==> config.mk <==
export PLATFORM = sky130hd
export DESIGN_NAME = debounce_pb_multi
export DESIGN_NICKNAME = d
export VERILOG_FILES = /design/src/rtl/debounce_pb_multi_pkg.sv /design/src/rtl/debounce_ch.sv /design/src/rtl/debounce_pb_multi.sv
export SDC_FILE = /design/constraint.sdc
export NUM_CORES = 1
export LEC_CHECK = 0
export CAP_MARGIN = 20
export CORE_MARGIN = 4
export CORE_UTILIZATION = 37
export CTS_CLUSTER_SIZE = 12
export DETAILED_ROUTE_END_ITERATION = 6
export MAX_ROUTING_LAYER = met4
export PLACE_DENSITY_LB_ADDON = 0.08
export SLEW_MARGIN = 20
export SYNTH_ARGS = -nofsm -noshare
export SYNTH_HDL_FRONTEND = slang
export SYNTH_SLANG_ARGS = --single-unit
==> constraint.sdc <==
create_clock -name in_clk -period 3.6 [get_ports in_clk]
set_input_delay 0.72 -clock in_clk [delete_from_list [all_inputs] [get_ports in_clk]]
set_output_delay 0.72 -clock in_clk [all_outputs]
set_load 0.02 [all_outputs]
==> src/rtl/debounce_pb_multi_pkg.sv <==
// Shared constants for the Pong pushbutton debouncer: timing defaults derived from the board clock,
// per-channel FSM encodings and the counter-width helper.
package debounce_pb_multi_pkg;

  localparam int unsigned CLK_HZ      = 50_000_000;
  localparam int unsigned DEBOUNCE_MS = 10;

  localparam int unsigned STABLE_CNT_DEF  = (CLK_HZ / 1000) * DEBOUNCE_MS;
  localparam int unsigned REPEAT_DLY_DEF  = CLK_HZ / 2;
  localparam int unsigned REPEAT_RATE_DEF = CLK_HZ / 10;

  typedef logic [1:0] db_state_t;

  localparam db_state_t StIdle  = 2'd0;
  localparam db_state_t StPwait = 2'd1;
  localparam db_state_t StHeld  = 2'd2;
  localparam db_state_t StRwait = 2'd3;

  // Wide enough for both the stability count and a full repeat span, so neither counter wraps.
  function automatic int unsigned db_cnt_width(input int unsigned stable_cnt,
                                               input int unsigned repeat_dly,
                                               input int unsigned repeat_rate);
    int unsigned top;
    top = (stable_cnt > repeat_dly + repeat_rate) ? stable_cnt : repeat_dly + repeat_rate;
    return int'($clog2(top + 1));
  endfunction

endpackage

==> src/rtl/debounce_ch.sv <==
// One pushbutton channel: 2-FF synchroniser, polarity normalisation, stability FSM and
// hold-to-repeat timer. All outputs are registered.
module debounce_ch
  import debounce_pb_multi_pkg::*;
#(
  parameter int unsigned STABLE_CNT  = STABLE_CNT_DEF,
  parameter int unsigned ACTIVE_LOW  = 1,
  parameter int unsigned REPEAT_EN   = 1,
  parameter int unsigned REPEAT_DLY  = REPEAT_DLY_DEF,
  parameter int unsigned REPEAT_RATE = REPEAT_RATE_DEF
) (
  input  logic clk,
  input  logic rst_n,
  input  logic pb_raw,
  output logic level,
  output logic press_stb,
  output logic release_stb,
  output logic repeat_stb
);

  localparam int unsigned CW = db_cnt_width(STABLE_CNT, REPEAT_DLY, REPEAT_RATE);

  localparam logic          IdlePin    = (ACTIVE_LOW != 0);
  localparam logic [CW-1:0] CntOne     = CW'(1);
  localparam logic [CW-1:0] CntMax     = {CW{1'b1}};
  localparam logic [CW-1:0] StableLast = CW'(STABLE_CNT - 1);
  localparam logic [CW-1:0] DlyLast    = CW'(REPEAT_DLY - 1);
  localparam logic [CW-1:0] RateLast   = CW'(REPEAT_RATE - 1);

  logic [1:0]    sync_q;
  logic          pressed;
  db_state_t     state_q, state_d;
  logic [CW-1:0] cnt_q, cnt_d;
  logic [CW-1:0] rcnt_q, rcnt_d;
  logic          rep_armed_q, rep_armed_d;
  logic          level_q, level_d;
  logic          press_q, press_d;
  logic          release_q, release_d;
  logic          repeat_q, repeat_d;
  logic          rep_run;
  logic [CW-1:0] rep_last;

  always_ff @(posedge clk or negedge rst_n) begin
    if (!rst_n) begin
      sync_q <= {2{IdlePin}};
    end else begin
      sync_q <= {sync_q[0], pb_raw};
    end
  end

  assign pressed = (ACTIVE_LOW != 0) ? ~sync_q[1] : sync_q[1];

  // rep_armed_q selects the steady repeat period once the initial delay has elapsed.
  assign rep_last = rep_armed_q ? RateLast : DlyLast;

  always_comb begin
    state_d     = state_q;
    cnt_d       = cnt_q;
    rcnt_d      = rcnt_q;
    rep_armed_d = rep_armed_q;
    level_d     = level_q;
    press_d     = 1'b0;
    release_d   = 1'b0;
    repeat_d    = 1'b0;
    rep_run     = 1'b0;

    unique case (state_q)
      StIdle: begin
        level_d     = 1'b0;
        cnt_d       = '0;
        rcnt_d      = '0;
        rep_armed_d = 1'b0;
        if (pressed) begin
          cnt_d   = CntOne;
          state_d = StPwait;
        end
      end

      StPwait: begin
        if (!pressed) begin
          cnt_d   = '0;
          state_d = StIdle;
        end else if (cnt_q == StableLast) begin
          state_d     = StHeld;
          level_d     = 1'b1;
          press_d     = 1'b1;
          cnt_d       = '0;
          rcnt_d      = '0;
          rep_armed_d = 1'b0;
        end else begin
          cnt_d = (cnt_q == CntMax) ? cnt_q : cnt_q + CntOne;
        end
      end

      StHeld: begin
        rep_run = 1'b1;
        if (!pressed) begin
          cnt_d   = CntOne;
          state_d = StRwait;
        end
      end

      StRwait: begin
        if (pressed) begin
          cnt_d   = '0;
          state_d = StHeld;
          rep_run = 1'b1;
        end else if (cnt_q == StableLast) begin
          // Release cycle: repeat timer is dropped so no repeat coincides with the release.
          state_d     = StIdle;
          level_d     = 1'b0;
          release_d   = 1'b1;
          cnt_d       = '0;
          rcnt_d      = '0;
          rep_armed_d = 1'b0;
        end else begin
          cnt_d   = (cnt_q == CntMax) ? cnt_q : cnt_q + CntOne;
          rep_run = 1'b1;
        end
      end

      default: begin
        state_d = StIdle;
      end
    endcase

    // Repeat timing keeps running through release bounces so the cadence is undisturbed.
    if (rep_run && (REPEAT_EN != 0)) begin
      if (rcnt_q == rep_last) begin
        repeat_d    = 1'b1;
        rcnt_d      = '0;
        rep_armed_d = 1'b1;
      end else begin
        rcnt_d = (rcnt_q == CntMax) ? rcnt_q : rcnt_q + CntOne;
      end
    end
  end

  always_ff @(posedge clk or negedge rst_n) begin
    if (!rst_n) begin
      state_q     <= StIdle;
      cnt_q       <= '0;
      rcnt_q      <= '0;
      rep_armed_q <= 1'b0;
      level_q     <= 1'b0;
      press_q     <= 1'b0;
      release_q   <= 1'b0;
      repeat_q    <= 1'b0;
    end else begin
      state_q     <= state_d;
      cnt_q       <= cnt_d;
      rcnt_q      <= rcnt_d;
      rep_armed_q <= rep_armed_d;
      level_q     <= level_d;
      press_q     <= press_d;
      release_q   <= release_d;
      repeat_q    <= repeat_d;
    end
  end

  assign level       = level_q;
  assign press_stb   = press_q;
  assign release_stb = release_q;
  assign repeat_stb  = repeat_q;

endmodule

==> src/rtl/debounce_pb_multi.sv <==
// N-channel pushbutton debouncer for the Pong input path; each bit is handled by an
// independent debounce_ch instance.
module debounce_pb_multi
  import debounce_pb_multi_pkg::*;
#(
  parameter int unsigned N_CH        = 4,
  parameter int unsigned STABLE_CNT  = STABLE_CNT_DEF,
  parameter int unsigned ACTIVE_LOW  = 1,
  parameter int unsigned REPEAT_EN   = 1,
  parameter int unsigned REPEAT_DLY  = REPEAT_DLY_DEF,
  parameter int unsigned REPEAT_RATE = REPEAT_RATE_DEF
) (
  input  logic            in_clk,
  input  logic            in_rst_n,
  input  logic [N_CH-1:0] pb_in,
  output logic [N_CH-1:0] pb_level,
  output logic [N_CH-1:0] pb_press,
  output logic [N_CH-1:0] pb_release,
  output logic [N_CH-1:0] pb_repeat
);

  for (genvar i = 0; i < N_CH; i++) begin : g_ch
    debounce_ch #(
      .STABLE_CNT  (STABLE_CNT),
      .ACTIVE_LOW  (ACTIVE_LOW),
      .REPEAT_EN   (REPEAT_EN),
      .REPEAT_DLY  (REPEAT_DLY),
      .REPEAT_RATE (REPEAT_RATE)
    ) u_ch (
      .clk         (in_clk),
      .rst_n       (in_rst_n),
      .pb_raw      (pb_in[i]),
      .level       (pb_level[i]),
      .press_stb   (pb_press[i]),
      .release_stb (pb_release[i]),
      .repeat_stb  (pb_repeat[i])
    );
  end

endmodule

==> summary.md <==
| Metric | Value |
|---|---|
| Min Tclk post-route | 3.00 ns |
| Row Count | 69 |
| Share of cells above drive strength 1 | 7.73% |
| Slew @ Worst Pin | 1.04 ns |
| Mux cell area share after synthesis | 1.06% |
| Synth Cell Area | 13300 um2 |
| Vias in the first global route | 11100 |
| WP buf/inv | 0 |
| RSZ-0062 raised after global routing | false |
| Gates resized, CTS repair | 0 |
| YS warnings | 0 |
| Area growth, synth to finish | 13.2% |
| GRT Residual Overflow | 0 |
| Outcome | finished clean |
| Sw frac | 22.6% |
| Synth Register Bits | 236 |
| DR vias/cell | 5.86 |
| Max cap viols | 0 |
| Leak Pwr | 0.00580 uW |
| Worst-path maximum fanout | 12 |
| Post-synth top cells | dfrtp_1 (228), o21ai_0 (133), nand2_1 (129), nor2_1 (129), nand3_1 (109) |
| Die area | 39200 um2 |
| Max stage delay on crit path | 0.65 ns |
| Iteration-0 DRC Markers | 784 |
| Number of top-level pins | 22 |
| Top cell type's share of synthesized area | 42.7% |
| Worst-Skew Late Latency | 0.56 ns |
| Number of synthesized flops with an enable pin | 0 |
| TNS Setup | 0 ns |
| PD cells | 393 nW/um2 |
| Sequential cell fraction of total power | 45.3% |
| Ys flop type | dfrtp_1 |
| Simple-Gate Fraction of Synth Area | 28.9% |
| HPWL Detailed | 23.2 mm |
| Largest net degree at the start of global routing | 89 |
| Clock Pin Slew Worst Setup and Hold Paths | 0.06 ns |
| Crit Reg-Reg Startpoint | g_ch[3].u_ch.cnt_q[7] |
| Max Clock Skew | 0.0127 ns |
| Setup violators final | 0 |
| Final nets | 1542 |
| H-tree levels | 1 |
| Syn avg cell area | 8.78 um2 |
| Hold_ws | 0.0737 ns |
| Final hold viol count | 0 |
| Number of buffers added for setup after CTS | 0 |
| Die width | 198 um |
| WL/cell | 17.2 um |
| Worst slew margin | 30.1% |
| DRT Pass-1 Iters | 5 |
| Clk sink count | 236 |
| Combinational cell fraction of total power | 3.1% |
| FF-to-FF setup slack | 0.60 ns |
| Total GRT Usage | 18.0% |
| Sequential share of the synthesized area | 44.3% |
| Crit end category | flop |
| Switching pwr | 1340 uW |
| CP Cell Sequence | or4_1 > or3_4 > o41ai_4 > or3_1 > nor3_1 > a211o_1 |
| Final period utilization | 83.2% |
| Worst path top cell family by delay | simple AND/OR/NAND/NOR gates |
| CP Launch Type | flop |
| Initial core utilization | 37.5% |
| Synth unique cells | 78 |
| Async SR Flop Fraction | 100% |
| VDD IR max | 0.384 mV |
| Cell count after synthesis | 1520 |
| Number of I/O port buffers | 21 |
| Pint | 4600 uW |
| Total Routed Length | 34.6 mm |
| Clk buf depth | 3 |
| Syn_nets | 1534 |
| Critical Path RT | 4.05 ns |
| End of the worst register-to-register path | g_ch[3].u_ch.rcnt_q[22] |
| Clock group share of total power | 51.6% |
| Residual DRC | 0 |
| Post-synthesis xor/xnor area fraction | 3.22% |
| CTS buffer count | 31 |
| Final Max Tran Viols | 0 |
| Fmax | 334 MHz |
| Area contributors post-synth | dfrtp_1 (43%), o21ai_0 (5.0%), nand3_1 (4.1%) |
| Die Y | 198 um |
| Main combinational cell family by area after synthesis | simple AND/OR/NAND/NOR gates |
| Cell taking the most area after synthesis | dfrtp_1 |
| Ant diodes | 0 |
| First-pass GRT wire length | 58.5 mm |
| Initial antenna violation count | 0 |
| CTS tree | done |
| Adder-Cell Fraction of Synth Area | 0.750% |
| GPL Wtd Cong | 0.870 |
| Worst EP arrival | 3.44 ns |
| Kind of critical path | reg2reg |
| Area of the core | 35600 um2 |
| Routed via count | 11800 |
| Post-synthesis compound-gate area fraction | 17.8% |
| Root Buffer | clkbuf_16 |
| Min-delay worst type | in2async |
| Path depth of the worst reg2reg path | 6 |
| Count leader, synth | dfrtp_1 |
| Hold-fix buffers, CTS | 0 |
| Antenna-violating nets left | 0 |
| Slowest CP cell | o41ai_4 |
## state kept, by name (all words and copies together) (netlist names), named ones only
register,cells
g_ch.u_ch.release_stb,4
g_ch.u_ch.press_stb,4
g_ch.u_ch.sync_q,8
g_ch.u_ch.rcnt_q,100
g_ch.u_ch.cnt_q,100
g_ch.u_ch.rep_armed_q,4
g_ch.u_ch.repeat_stb,4
g_ch.u_ch.level,4
g_ch.u_ch.state_q,4
## through the flow
step	setup slack (ns)	power, uW	util, %	instances	area (um2)
floorplan	0.987	2820	-	1520	13300
global placement	0.655	2930	39.6	1955	14100
detailed placement	0.593	2930	39.6	1955	14100
CTS	0.593	6050	42.5	2012	15100
global route	0.445	6180	42.5	2013	15100
finish	0.605	5940	42.5	2013	15100
## cell usage in the layout, fill, tap and decap left out, types with 18 or more instances in the layout
| cell | netlist | final |
|---|---|---|
| nand4_1 | 79 | 79 |
| nand3_1 | 109 | 109 |
| o31ai_1 | 25 | 25 |
| clkdlybuf4s50_1 | 0 | 20 |
| and4_1 | 19 | 19 |
| dfrtp_1 | 228 | 228 |
| or3_1 | 26 | 26 |
| xnor2_1 | 22 | 22 |
| nor4b_1 | 18 | 18 |
| a31oi_1 | 36 | 36 |
| and3_1 | 47 | 47 |
| o21ai_0 | 133 | 133 |
| a21oi_1 | 73 | 73 |
| nor4_1 | 39 | 39 |
| nor3_1 | 54 | 54 |
| xor2_1 | 27 | 27 |
| nand2_1 | 129 | 129 |
| inv_1 | 34 | 34 |
| buf_4 | 16 | 33 |
| clkbuf_16 | 0 | 31 |
| nor2_1 | 129 | 129 |
## power groups by stage
stage / sequential [uW] / combinational (uW) / clock (uW)
after floorplan: 2730 / 97.2 / 0
after global placement: 2740 / 190 / 0
after detailed placement: 2740 / 192 / 0
after CTS: 2690 / 192 / 3170
after global routing: 2690 / 213 / 3280
final: 2690 / 185 / 3060
## per-layer routing
layer / GRT usage (%) / wire length (um)
met1: 25.6 / 17300
met2: 27.7 / 15500
met3: 2.40 / 1110
met4: 3.65 / 720
met5: - / 0
## worst register-to-register path, stage by stage (launching register included)
cell and delay (ns):
dfrtp_1 0.44, or4_1 0.57, or3_4 0.39, o41ai_4 0.65
or3_1 0.50, nor3_1 0.10, a211o_1 0.24
## cell families (layout without fill, tap and decap cells)
group / after synthesis / after routing
DFF: 236 / 236
and+or+nand+nor: 725 / 725
xor gates and xnor gates: 49 / 49
muxes: 14 / 14
AOI/OAI and AO/OA: 371 / 371
adders and majority gates: 8 / 8
buffers and inverters: 117 / 149
## layout make-up
| class | instances | area, um2 |
|---|---|---|
| multi-input cells | 1167 | 6970 |
| well taps | 461 | 577 |
| inverters | 35 | 131 |
| clock buffers | 45 | 868 |
| flip-flops and latches | 236 | 5920 |
| clock inverters | 12 | 139 |
| repair buffers | 57 | 508 |
| fillers | 3589 | 20500 |
## how the worst max path moves through the flow
| stage | startpoint | to | depth (start not counted) |
|---|---|---|---|
| after floorplan | g_ch[3].u_ch.cnt_q[7] | g_ch[3].u_ch.rcnt_q[12] | 8 |
| after global placement | g_ch[3].u_ch.cnt_q[7] | g_ch[3].u_ch.rcnt_q[22] | 5 |
| after detailed placement | g_ch[3].u_ch.cnt_q[7] | g_ch[3].u_ch.rcnt_q[22] | 6 |
| after CTS | g_ch[3].u_ch.cnt_q[7] | g_ch[3].u_ch.rcnt_q[22] | 6 |
| after global routing | g_ch[1].u_ch.cnt_q[0] | g_ch[1].u_ch.rcnt_q[23] | 7 |
| final | g_ch[3].u_ch.cnt_q[7] | g_ch[3].u_ch.rcnt_q[22] | 6 |
No activity file was read; power rests on OpenSTA's default activity.
